[src/rtl/pipe_pkg.sv]
// pipe_pkg: shared definitions for the MEM/WB pipeline boundary.
//   - default control/data widths of the stage payload
//   - bit offsets of each architectural field inside the packed payload
//   - ResultSrc encodings and a small helper to build the control field
package pipe_pkg;

  localparam int CTRL_W_DEF = 3;
  localparam int DATA_W_DEF = 101;
  localparam int XLEN       = 32;

  // Control field layout: {RegWrite, ResultSrc[1:0]}
  localparam int REGWRITE_BIT  = 2;
  localparam int RESULTSRC_LSB = 0;
  localparam int RESULTSRC_W   = 2;

  // Data field layout: {ReadData, ALUResult, PCPlus4, Rd}
  localparam int RD_LSB        = 0;
  localparam int RD_W          = 5;
  localparam int PCPLUS4_LSB   = 5;
  localparam int ALURESULT_LSB = 37;
  localparam int READDATA_LSB  = 69;

  typedef enum logic [1:0] {
    RES_ALU = 2'b00,
    RES_MEM = 2'b01,
    RES_PC4 = 2'b10
  } result_src_e;

  function automatic logic [CTRL_W_DEF-1:0] make_ctrl(input logic reg_write,
                                                      input result_src_e src);
    return {reg_write, src};
  endfunction

endpackage

[src/rtl/pipe_skid_entry.sv]
// pipe_skid_entry: one payload slot (ctrl + data) with a valid flag.
// Ports:
//   clk, rst_n        clock / async active-low reset (clears everything)
//   flush             drops the entry and zeroes ctrl; data is kept
//   load              captures d_ctrl/d_data and marks the slot valid
//   unload            marks the slot empty (ignored when load is set)
//   d_ctrl, d_data    incoming payload
//   q_valid, q_ctrl, q_data   registered slot contents
module pipe_skid_entry
  import pipe_pkg::*;
#(
  parameter int CTRL_W = CTRL_W_DEF,
  parameter int DATA_W = DATA_W_DEF
) (
  input  logic              clk,
  input  logic              rst_n,
  input  logic              flush,
  input  logic              load,
  input  logic              unload,
  input  logic [CTRL_W-1:0] d_ctrl,
  input  logic [DATA_W-1:0] d_data,
  output logic              q_valid,
  output logic [CTRL_W-1:0] q_ctrl,
  output logic [DATA_W-1:0] q_data
);

  logic              valid_r;
  logic [CTRL_W-1:0] ctrl_r;
  logic [DATA_W-1:0] data_r;

  // Slot state: flush beats load, load beats unload; data survives a flush.
  always_ff @(posedge clk or negedge rst_n) begin
    if (!rst_n) begin
      valid_r <= 1'b0;
      ctrl_r  <= '0;
      data_r  <= '0;
    end else if (flush) begin
      valid_r <= 1'b0;
      ctrl_r  <= '0;
    end else if (load) begin
      valid_r <= 1'b1;
      ctrl_r  <= d_ctrl;
      data_r  <= d_data;
    end else if (unload) begin
      valid_r <= 1'b0;
    end else begin
      valid_r <= valid_r;
    end
  end

  assign q_valid = valid_r;
  assign q_ctrl  = ctrl_r;
  assign q_data  = data_r;

endmodule

[src/rtl/wb_pipe_stage.sv]
// wb_pipe_stage: elastic valid/ready pipeline register for the MEM->WB boundary.
// Ports:
//   clk, rst_n                  clock / async active-low reset
//   in_valid, in_ready          upstream handshake
//   in_ctrl, in_data            upstream payload
//   out_valid, out_ready        downstream handshake
//   out_ctrl, out_data          registered payload to WB
//   flush                       kill every held entry at this edge
//   stall_cnt                   saturating count of out_valid & !out_ready cycles
// SKID=1 gives a registered in_ready backed by a one-entry skid slot;
// SKID=0 gives a combinational in_ready with no extra storage.
module wb_pipe_stage
  import pipe_pkg::*;
#(
  parameter int CTRL_W = CTRL_W_DEF,
  parameter int DATA_W = DATA_W_DEF,
  parameter int SKID   = 1,
  parameter int CNT_W  = 16
) (
  input  logic              clk,
  input  logic              rst_n,
  input  logic              in_valid,
  output logic              in_ready,
  input  logic [CTRL_W-1:0] in_ctrl,
  input  logic [DATA_W-1:0] in_data,
  output logic              out_valid,
  input  logic              out_ready,
  output logic [CTRL_W-1:0] out_ctrl,
  output logic [DATA_W-1:0] out_data,
  input  logic              flush,
  output logic [CNT_W-1:0]  stall_cnt
);

  logic              in_xfer_s;
  logic              out_xfer_s;
  logic              m_free_s;
  logic              m_load_s;
  logic              m_unload_s;
  logic [CTRL_W-1:0] m_src_ctrl_s;
  logic [DATA_W-1:0] m_src_data_s;
  logic              skid_valid_s;
  logic [CTRL_W-1:0] skid_ctrl_s;
  logic [DATA_W-1:0] skid_data_s;
  logic [CNT_W-1:0]  stall_cnt_r;

  // Handshake decode and main-register load control. An input arriving in a
  // flush cycle is discarded, so it never counts as a transfer.
  always_comb begin
    in_xfer_s  = in_valid & in_ready & ~flush;
    out_xfer_s = out_valid & out_ready;
    m_free_s   = ~out_valid | out_ready;
    m_load_s   = m_free_s & (skid_valid_s | in_xfer_s);
    m_unload_s = out_xfer_s & ~m_load_s;
    // The skid slot always holds older data than the current input.
    if (skid_valid_s) begin
      m_src_ctrl_s = skid_ctrl_s;
      m_src_data_s = skid_data_s;
    end else begin
      m_src_ctrl_s = in_ctrl;
      m_src_data_s = in_data;
    end
  end

  pipe_skid_entry #(
    .CTRL_W (CTRL_W),
    .DATA_W (DATA_W)
  ) u_main (
    .clk     (clk),
    .rst_n   (rst_n),
    .flush   (flush),
    .load    (m_load_s),
    .unload  (m_unload_s),
    .d_ctrl  (m_src_ctrl_s),
    .d_data  (m_src_data_s),
    .q_valid (out_valid),
    .q_ctrl  (out_ctrl),
    .q_data  (out_data)
  );

  generate
    if (SKID != 0) begin : g_skid
      logic skid_load_s;
      logic skid_unload_s;

      // Park an accepted input when M is busy and not draining; hand the
      // parked entry to M as soon as M frees up.
      assign skid_load_s   = in_xfer_s & ~m_free_s;
      assign skid_unload_s = m_free_s & skid_valid_s;

      pipe_skid_entry #(
        .CTRL_W (CTRL_W),
        .DATA_W (DATA_W)
      ) u_skid (
        .clk     (clk),
        .rst_n   (rst_n),
        .flush   (flush),
        .load    (skid_load_s),
        .unload  (skid_unload_s),
        .d_ctrl  (in_ctrl),
        .d_data  (in_data),
        .q_valid (skid_valid_s),
        .q_ctrl  (skid_ctrl_s),
        .q_data  (skid_data_s)
      );

      // Straight from a flop, so out_ready never reaches in_ready.
      assign in_ready = ~skid_valid_s;
    end else begin : g_noskid
      assign skid_valid_s = 1'b0;
      assign skid_ctrl_s  = '0;
      assign skid_data_s  = '0;
      assign in_ready     = out_ready | ~out_valid;
    end
  endgenerate

  // Back-pressure counter: saturates at all-ones, frozen during flush.
  always_ff @(posedge clk or negedge rst_n) begin
    if (!rst_n) begin
      stall_cnt_r <= '0;
    end else if (flush) begin
      stall_cnt_r <= stall_cnt_r;
    end else if (out_valid & ~out_ready & (stall_cnt_r != {CNT_W{1'b1}})) begin
      stall_cnt_r <= stall_cnt_r + {{(CNT_W-1){1'b0}}, 1'b1};
    end else begin
      stall_cnt_r <= stall_cnt_r;
    end
  end

  assign stall_cnt = stall_cnt_r;

endmodule

[config.mk]
export PLATFORM = sky130hd
export DESIGN_NAME = wb_pipe_stage
export DESIGN_NICKNAME = d
export VERILOG_FILES = /design/src/rtl/pipe_pkg.sv /design/src/rtl/pipe_skid_entry.sv /design/src/rtl/wb_pipe_stage.sv
export SDC_FILE = /design/constraint.sdc
export NUM_CORES = 1
export LEC_CHECK = 0
export ABC_AREA = 1
export CAP_MARGIN = 5
export CELL_PAD_IN_SITES_DETAIL_PLACEMENT = 0
export CELL_PAD_IN_SITES_GLOBAL_PLACEMENT = 1
export CORE_ASPECT_RATIO = 0.8
export CORE_MARGIN = 2
export CORE_UTILIZATION = 34
export CTS_CLUSTER_DIAMETER = 100
export DETAILED_ROUTE_END_ITERATION = 16
export PLACE_DENSITY = 0.81
export SLEW_MARGIN = 5
export SYNTH_ARGS = -nofsm -noshare
export SYNTH_HDL_FRONTEND = slang
export SYNTH_SLANG_ARGS = --single-unit
export TNS_END_PERCENT = 1
[constraint.sdc]
create_clock -name clk -period 1.5 [get_ports clk]
set_input_delay 0.225 -clock clk [delete_from_list [all_inputs] [get_ports clk]]
set_output_delay 0.225 -clock clk [all_outputs]
set_load 0.005 [all_outputs]
==> tab_implementation.tex, run 1 <==
\begin{tabular}{lr}
\hline
Metric & Value \\
\hline
\multicolumn{2}{l}{\textbf{Pwr}} \\
Sequential power share & 45.8\% \\
Static power due to leakage & 0.007380 uW \\
Combinational cell fraction of total power & 19.6\% \\
Power after layout & around 18000 uW \\
Power per standard cell area & 1252 nW/um2 \\
IR drop worst, VDD & 0.0007367 V \\
Net switching power & 4931 uW \\
Clk network pwr share & 34.6\% \\
Total internal power & 13020 uW \\
Switching share of total power & 27.47\% \\
\multicolumn{2}{l}{\textbf{Synth}} \\
Net count of the mapped netlist & 1281 \\
Total of warnings raised by yosys & 0 \\
Register area share after synthesis & 56.10\% \\
Yosys reg bits & around 230 \\
Gate count after technology mapping & 1171 \\
Netlist area before placement & 10080 um2 \\
Average instance area after synthesis & 8.609 um2 \\
Count of distinct cell types in the synthesized netlist & 26 \\
\multicolumn{2}{l}{\textbf{Global routing}} \\
Global-route total usage across every layer & between 15 and 20\% \\
Maximum number of pins on one net before global-route repair & 108 \\
First-pass GRT wire length & 42740 um \\
Initial antenna violation count & 2 \\
Number of global-route vias before repair & between 7000 and 8000 \\
Leftover overflow at the end of global routing & 0 \\
\multicolumn{2}{l}{\textbf{Min path}} \\
Worst min-delay path category & input port to async pin \\
\multicolumn{2}{l}{\textbf{Critical path}} \\
Slowest library cell on the worst path & sky130\_fd\_sc\_hd\_\_dfrtp\_2 \\
Highest net fanout along the worst path & 6 \\
Kind of end point of the critical path & output port \\
Number of buffers and inverters on the critical path & 2 \\
Classification of the worst setup path & flop to output port \\
Startpoint types & flop \\
Category of cells accounting for the largest share of critical-path delay & buffers and inverters \\
Delay contributed by the slowest stage of the critical path & 0.40 ns \\
Logic depth of the worst register-to-register path & 4 \\
Crit path depth & 2 \\
Required time at the endpoint of the critical path & between 1 and 1.5 ns \\
Data arrival time at the worst-slack endpoint & between 1 and 1.5 ns \\
Critical path, cell by cell & buf\_4, dlygate4sd2\_1 \\
\multicolumn{2}{l}{\textbf{CTS}} \\
Inserted Clock Buffers & 25 \\
Clk buf depth & 3 \\
Clock transition at the register clock pins on the worst setup and hold paths after CTS & $\sim$0.060 ns \\
Clock tree from TritonCTS & built \\
Buffer type at the clock tree root & sky130\_fd\_sc\_hd\_\_clkbuf\_16 \\
Worst-skew pair later-pin latency & 0.52 ns \\
CTS H-Tree Depth & 1 \\
Sinks on Clock Net & 226 \\
\multicolumn{2}{l}{\textbf{Die}} \\
Count of standard-cell rows & between 50 and 60 \\
Die X-Extent & 196.5 um \\
Overall die height & 158.0 um \\
Initial core utilization & 34.50\% \\
Top Ports & 231 \\
Total Die Area & approximately 31000 um2 \\
Core area & 29220 um2 \\
\multicolumn{2}{l}{\textbf{Route}} \\
Antenna-violating nets left & 0 \\
Detailed-routing iteration count for the pre-antenna-repair pass & 5 \\
Via Count & 8654 \\
Remaining DRCs & 0 \\
Mean number of vias per cell & 4.716 \\
Number of design-rule violations left by the first detailed-router iteration & 509 \\
Wire length reported by the detailed router & about 28000 um \\
WL/cell & 15.33 um \\
\multicolumn{2}{l}{\textbf{Place}} \\
Post-detail-place hpwl & approximately 18000 um \\
Final Wtd Congestion & roughly 0.81 \\
Port bufs & between 200 and 250 \\
\multicolumn{2}{l}{\textbf{STA}} \\
Worst clock skew & approximately 0.0084 ns \\
Smallest hold slack & between 0.15 and 0.2 ns \\
Part of the cycle the worst path needs & 104.0\% \\
Tightest Pin Transition & 0.6096 ns \\
Highest Clock Rate & 641.1 MHz \\
Setup slack of the critical path after layout & -0.05984 ns \\
Final setup fails & 71 \\
Minimum clock period after layout & $\sim$1.6 ns \\
Unrepaired setup endpoints after global routing & yes \\
Count of endpoints failing hold in the final timing report & 0 \\
Final slew viol count & 0 \\
Tightest slew margin relative to the limit & around three fifths \\
\multicolumn{2}{l}{\textbf{Cells and area}} \\
Fraction of final layout cells sized beyond drive strength 1 & 13.25\% \\
P\&R area growth vs syn & 42.24\% \\
Nets & 1550 \\
\multicolumn{2}{l}{\textbf{Status}} \\
Status & finished with violations \\
Violations in the final reports & negative setup slack \\
\multicolumn{2}{l}{\textbf{Flow run}} \\
Max Cap Violations & 0 \\
\hline
\end{tabular}
-- power by group through the flow --
stage | clock [uW] | sequential (uW) | combinational [uW]
3_5_place_dp | 0 | 8320 | 3770
5_1_grt | 6690 | 8380 | 3980
3_3_place_gp | 0 | 8310 | 3680
6_report | 6210 | 8210 | 3520
4_1_cts | 6390 | 8200 | 3470
2_1_floorplan | 0 | 8210 | 1490
-- timing repair --
item	CTS	global route
gates cloned	0	6
resized for setup	145	55
hold buffers	1	0
pin swaps	2	11
endpoints found under the setup margin	174	206
hold endpoints to repair	226	0
buffers inserted	14	1
-- kinds of logic (layout without fill, tap and decap cells) --
| kind of cell | after synthesis | after routing | synth area share (%) |
|---|---|---|---|
| AOI/OAI and AO/OA | 223 | 223 | 15.18 |
| other | 0 | 1 | 0 |
| DFF | 226 | 226 | 56.10 |
| buffers and inverters | 193 | 479 | 8.018 |
| xor gates and xnor gates | 5 | 5 | 0.4345 |
| and+or+nand+nor | 523 | 523 | 20.14 |
| adders and majority gates | 1 | 1 | 0.1241 |
-- Yosys cell counts (all sizes together) --
library cell  count  area (um2)
nand2           277        1045
dfrtp           226        5655
nor2            224       858.3
inv             124       465.5
o21ai           121       616.8
o31ai           101       908.4
buf              38       226.5
clkbuf           31       116.4
nand3            17       90.09
nand4             5       37.53
xnor2             3       26.28
xor2              2       17.52
a21oi             1       5.000
ha                1       12.51
-- sequential cells by signal (all words and copies together), names as in the netlist --
| signal | count |
|---|---|
| u_main.q_data | 101 |
| u_main.q_valid | 1 |
| u_main.q_ctrl | 3 |
| stall_cnt | 16 |
| g_skid.u_skid.q_data | 101 |
| g_skid.u_skid.q_valid | 1 |
| g_skid.u_skid.q_ctrl | 3 |
-- per-layer routing --
layer | GRT usage (%) | routed length, um | share of wire [%]
met1 | 26.03 | 13990 | 50
met3 | 3.813 | 1846 | 6.6
met5 | 0 | 10 | 0.036
met2 | 24.67 | 11920 | 42
met4 | 3.247 | 364 | 1.3
-- placed cells by master (no fill, tap or decap), types with 4 or more instances in the layout --
master,count
sky130_fd_sc_hd__inv_1,121
sky130_fd_sc_hd__buf_6,5
sky130_fd_sc_hd__clkbuf_16,31
sky130_fd_sc_hd__buf_12,15
sky130_fd_sc_hd__o21ai_0,88
sky130_fd_sc_hd__clkbuf_8,6
sky130_fd_sc_hd__buf_16,6
sky130_fd_sc_hd__o31ai_2,35
sky130_fd_sc_hd__clkbuf_2,4
sky130_fd_sc_hd__buf_4,48
sky130_fd_sc_hd__clkdlybuf4s50_1,107
sky130_fd_sc_hd__nand2_2,9
sky130_fd_sc_hd__nor2_1,218
sky130_fd_sc_hd__o31ai_1,66
sky130_fd_sc_hd__dfrtp_1,221
sky130_fd_sc_hd__dlygate4sd2_1,115
sky130_fd_sc_hd__nand2_1,266
sky130_fd_sc_hd__nand4_1,4
sky130_fd_sc_hd__o21ai_1,30
sky130_fd_sc_hd__nand3_1,16
sky130_fd_sc_hd__dfrtp_2,4
sky130_fd_sc_hd__clkbuf_1,4
-- worst paths after layout --
kind / startpoint / endpoint / slack [ns]
max in group asynchronous: rst_n / u_main.q_data[58] / 0.67
worst min-delay path: rst_n / u_main.q_data[93] / 0.17
min in group clk: in_data[56] / g_skid.u_skid.q_data[56] / 0.27
worst max register to register: g_skid.u_skid.q_valid / u_main.q_data[27] / -0.06
worst min register to register: u_main.q_data[64] / u_main.q_data[64] / 0.48
worst max-delay path: stall_cnt[0] / stall_cnt[0] / -0.06
-- layout make-up --
type | count | area (um2)
tap | 377 | 471.7
inverter | 124 | 470.5
clock inverter | 9 | 106.4
multi-input combinational | 752 | 3725
fill | 2804 | 14880
sequential | 226 | 5664
clock buffer | 35 | 723.2
antenna | 1 | 2.502
timing repair buffer | 311 | 3176
-- through the flow --
step,instance area (um2),TNS [ns],cells,utilization [%],setup WS [ns]
5_1_grt,14340,-8.306,1834,49.07,-0.1258
3_3_place_gp,13220,-42.98,1768,45.26,-0.2481
2_1_floorplan,10080,0,1171,-,0.03655
4_1_cts,14060,-1.138,1827,48.13,-0.08116
3_5_place_dp,13220,-48.38,1768,45.26,-0.3416
6_report,14340,-1.367,1835,49.08,-0.05984
Power figures use the tool's default switching activity.
==> run 2: changes to the inputs <==
CAP_MARGIN = 20   (was 5)
==> results of run 2 <==
Final layout, timing and power as in run 1 (identical DEF).
==> run 3: changes to the inputs <==
CAP_MARGIN = not set   (was 20)
CORE_UTILIZATION = 40   (was 34)
CTS_CLUSTER_DIAMETER = 80   (was 100)
PLACE_DENSITY = 0.89   (was 0.81)
clock period = 2 ns   (was 1.5 ns; I/O delays follow)
==> run 3 against run 2 <==
The flow now finishes without violations. Power fell by 24%. Final cell count fell by 6.1%. Highest routed layer is now met4. Sequential power fell by 24%. Largest cell class unchanged. Largest power group unchanged. Worst setup slack improved by 0.12 ns. Register-to-register slack improved by 0.37 ns. Worst hold slack improved by 0.14 ns. Sequential cell count did not move. Combinational power fell by 23%.
==> tab_implementation.tex, run 3 (synthesized netlist as in run 1, its figures left out) <==
\begin{tabular}{lr}
\hline
Metric & Value \\
\hline
\multicolumn{2}{l}{\textbf{Critical path}} \\
Crit path depth & 2 (unchanged) \\
Data arrival time at the worst-slack endpoint & 1.64 ns (+0.31 ns) \\
Critical path, cell by cell & inv\_6, clkdlybuf4s50\_1 \\
Highest net fanout along the worst path & 5 (-1) \\
Worst-case register-to-register setup slack & 0.31 ns (+0.37 ns) \\
Startpoint types & flop \\
Kind of end point of the critical path & output port \\
Worst reg2reg path startpoint & stall\_cnt[1] \\
Classification of the worst setup path & flop to output port \\
Delay contributed by the slowest stage of the critical path & 0.51 ns (+0.11 ns) \\
Number of buffers and inverters on the critical path & 2 (unchanged) \\
Slowest library cell on the worst path & sky130\_fd\_sc\_hd\_\_dfrtp\_4 \\
RR Endpoint & stall\_cnt[9] \\
Logic depth of the worst register-to-register path & 9 (+5) \\
Required time at the endpoint of the critical path & 1.70 ns (+0.43 ns) \\
Category of cells accounting for the largest share of critical-path delay & buffers and inverters \\
\multicolumn{2}{l}{\textbf{Global routing}} \\
Number of global-route vias before repair & 8184 (+3.2\%) \\
First-pass GRT wire length & 42710 um (about the same) \\
Leftover overflow at the end of global routing & 0 (unchanged) \\
Maximum number of pins on one net before global-route repair & 108 (unchanged) \\
Global-route total usage across every layer & 19.55\% (+2.5 points) \\
Initial antenna violation count & 1 (-1) \\
\multicolumn{2}{l}{\textbf{Pwr}} \\
IR drop worst, VDD & 0.0006368 V (-14\%) \\
Static power due to leakage & 0.006675 uW (-9.5\%) \\
Power per standard cell area & 993.8 nW/um2 (-21\%) \\
\multicolumn{2}{l}{\textbf{Cells and area}} \\
Fraction of final layout cells sized beyond drive strength 1 & 7.621\% (-5.6 points) \\
Most frequent cells in the layout & sky130\_fd\_sc\_hd\_\_nand2\_1, sky130\_fd\_sc\_hd\_\_clkdlybuf4s50\_1, sky130\_fd\_sc\_hd\_\_dfrtp\_1, sky130\_fd\_sc\_hd\_\_nor2\_1, sky130\_fd\_sc\_hd\_\_inv\_1 \\
Nets & 1496 (-3.5\%) \\
Most common cell after layout, fill and taps aside & sky130\_fd\_sc\_hd\_\_nand2\_1 \\
P\&R area growth vs syn & 35.86\% \\
Non-filler instance count after layout & 1723 (-6.1\%) \\
\multicolumn{2}{l}{\textbf{CTS}} \\
Clock tree from TritonCTS & built \\
Sinks on Clock Net & 226 (unchanged) \\
Inserted Clock Buffers & 24 (-4.0\%) \\
Buffer type at the clock tree root & sky130\_fd\_sc\_hd\_\_clkbuf\_16 \\
Clock transition at the register clock pins on the worst setup and hold paths after CTS & 0.06 ns (about the same) \\
CTS H-Tree Depth & 1 (unchanged) \\
Clk buf depth & 3 (unchanged) \\
Count of buffers added by post-CTS timing repair for setup & 0 (-14) \\
Worst-skew pair later-pin latency & 0.51 ns (about the same) \\
\multicolumn{2}{l}{\textbf{Die}} \\
Count of standard-cell rows & 51 (-8.9\%) \\
Initial core utilization & 41.03\% (+6.5 points) \\
Die X-Extent & 181.5 um (-7.6\%) \\
Top Ports & 231 (unchanged) \\
Core area & 24570 um2 (-16\%) \\
Total Die Area & 26500 um2 (-15\%) \\
Overall die height & 146.0 um (-7.6\%) \\
\multicolumn{2}{l}{\textbf{STA}} \\
Highest Clock Rate & 515.3 MHz \\
Unrepaired setup endpoints after global routing & no \\
Worst clock skew & 0.009315 ns (+0.0009538 ns) \\
Final setup fails & 0 (-100\%) \\
Tightest slew margin relative to the limit & 64.10\% (+4.7 points) \\
Count of endpoints failing hold in the final timing report & 0 (unchanged) \\
Minimum clock period after layout & between 1.5 and 2 ns \\
Fin Setup TNS & 0 ns (+1.367 ns) \\
Final slew viol count & 0 (unchanged) \\
Tightest Pin Transition & 0.5385 ns (-0.07108 ns) \\
Part of the cycle the worst path needs & roughly 97\% \\
\multicolumn{2}{l}{\textbf{Route}} \\
Detailed-routing iteration count for the pre-antenna-repair pass & 4 (-1) \\
WL/cell & 14.87 um (-3.0\%) \\
Mean number of vias per cell & 4.826 (+2.3\%) \\
Number of design-rule violations left by the first detailed-router iteration & 645 (+27\%) \\
Via Count & 8316 (-3.9\%) \\
Wire length reported by the detailed router & 25620 um (-8.9\%) \\
Antenna-violating nets left & 0 (unchanged) \\
Remaining DRCs & 0 (unchanged) \\
\multicolumn{2}{l}{\textbf{Flow run}} \\
Max Cap Violations & 0 (unchanged) \\
\multicolumn{2}{l}{\textbf{Place}} \\
Placed cell count & 1677 (-5.1\%) \\
Port bufs & 230 (unchanged) \\
Post-detail-place hpwl & 16590 um (-6.1\%) \\
Final Wtd Congestion & 0.7636 (-6.1\%) \\
\multicolumn{2}{l}{\textbf{Status}} \\
Status & finished clean \\
\multicolumn{2}{l}{\textbf{Min path}} \\
Worst min-delay path category & input port to async pin \\
\hline
\end{tabular}
[run 3: changes by cell type in the layout (fill, tap and decap cells not counted), moves of 6 or more]
| cell | previous run | this run |
|---|---|---|
| sky130_fd_sc_hd__clkdlybuf4s50_1 | 107 | 229 |
| sky130_fd_sc_hd__o21ai_1 | 30 | 8 |
| sky130_fd_sc_hd__o21ai_0 | 88 | 110 |
| sky130_fd_sc_hd__nand2_1 | 266 | 275 |
| sky130_fd_sc_hd__clkbuf_16 | 31 | 25 |
| sky130_fd_sc_hd__buf_4 | 48 | 13 |
| sky130_fd_sc_hd__dlygate4sd2_1 | 115 | 0 |
| sky130_fd_sc_hd__buf_16 | 6 | 0 |
| sky130_fd_sc_hd__nand2_2 | 9 | 2 |
[run 3: worst max-delay path by stage]
stage / from / to
after floorplan: stall_cnt[0] / stall_cnt[10]
after global placement: in_valid / u_main.q_data[58]
after detailed placement: in_valid / u_main.q_data[37]
after CTS: g_skid.u_skid.q_valid / in_ready
after global routing: g_skid.u_skid.q_valid / in_ready
final: g_skid.u_skid.q_valid / in_ready
[run 3: metal layers]
metal | GRT usage [%] | wire length (um) | up-vias
met5 | 0 | 0 | -
met4 | 4.187 | 486 | 0
met3 | 3.579 | 1482 | 31
met2 | 30.63 | 11500 | 217
met1 | 28.43 | 12150 | 3905
li1 | - | - | 4163
[run 3: cell type report]
class	instances	area, um2
well taps	318	397.9
clock buffers	40	742.0
clock inverters	4	95.09
inverters	124	470.5
diodes	1	2.502
fillers	2158	10870
multi-input cells	752	3633
flip-flops and latches	226	5659
repair buffers	258	2695
[run 3: per-stage QoR]
stage	util (%)	power, uW	instance area (um2)	hold slack (ns)	setup WS, ns
floorplan	-	7273	10080	0.004409	0.4475
global placement	52.28	8902	12840	0.2525	0.06014
detailed placement	52.28	9006	12840	0.2566	-0.001688
CTS	55.73	13770	13690	0.2997	0.01121
global route	55.74	14370	13690	0.3305	0.01238
finish	55.75	13610	13700	0.3050	0.05935
[run 3: where the power goes]
group / total [uW] / internal, uW / switching (uW)
combinational: 2710 / 1590 / 1120
clock: 4700 / 2900 / 1800
sequential: 6200 / 5570 / 638
total: 13600 / 10100 / 3560
[run 3: what timing repair did]
action | in CTS | in global routing
hold buffers | 1 | 0
hold endpoints to repair | 43 | 0
resized for setup | 0 | 1
endpoints found under the setup margin | 0 | 1
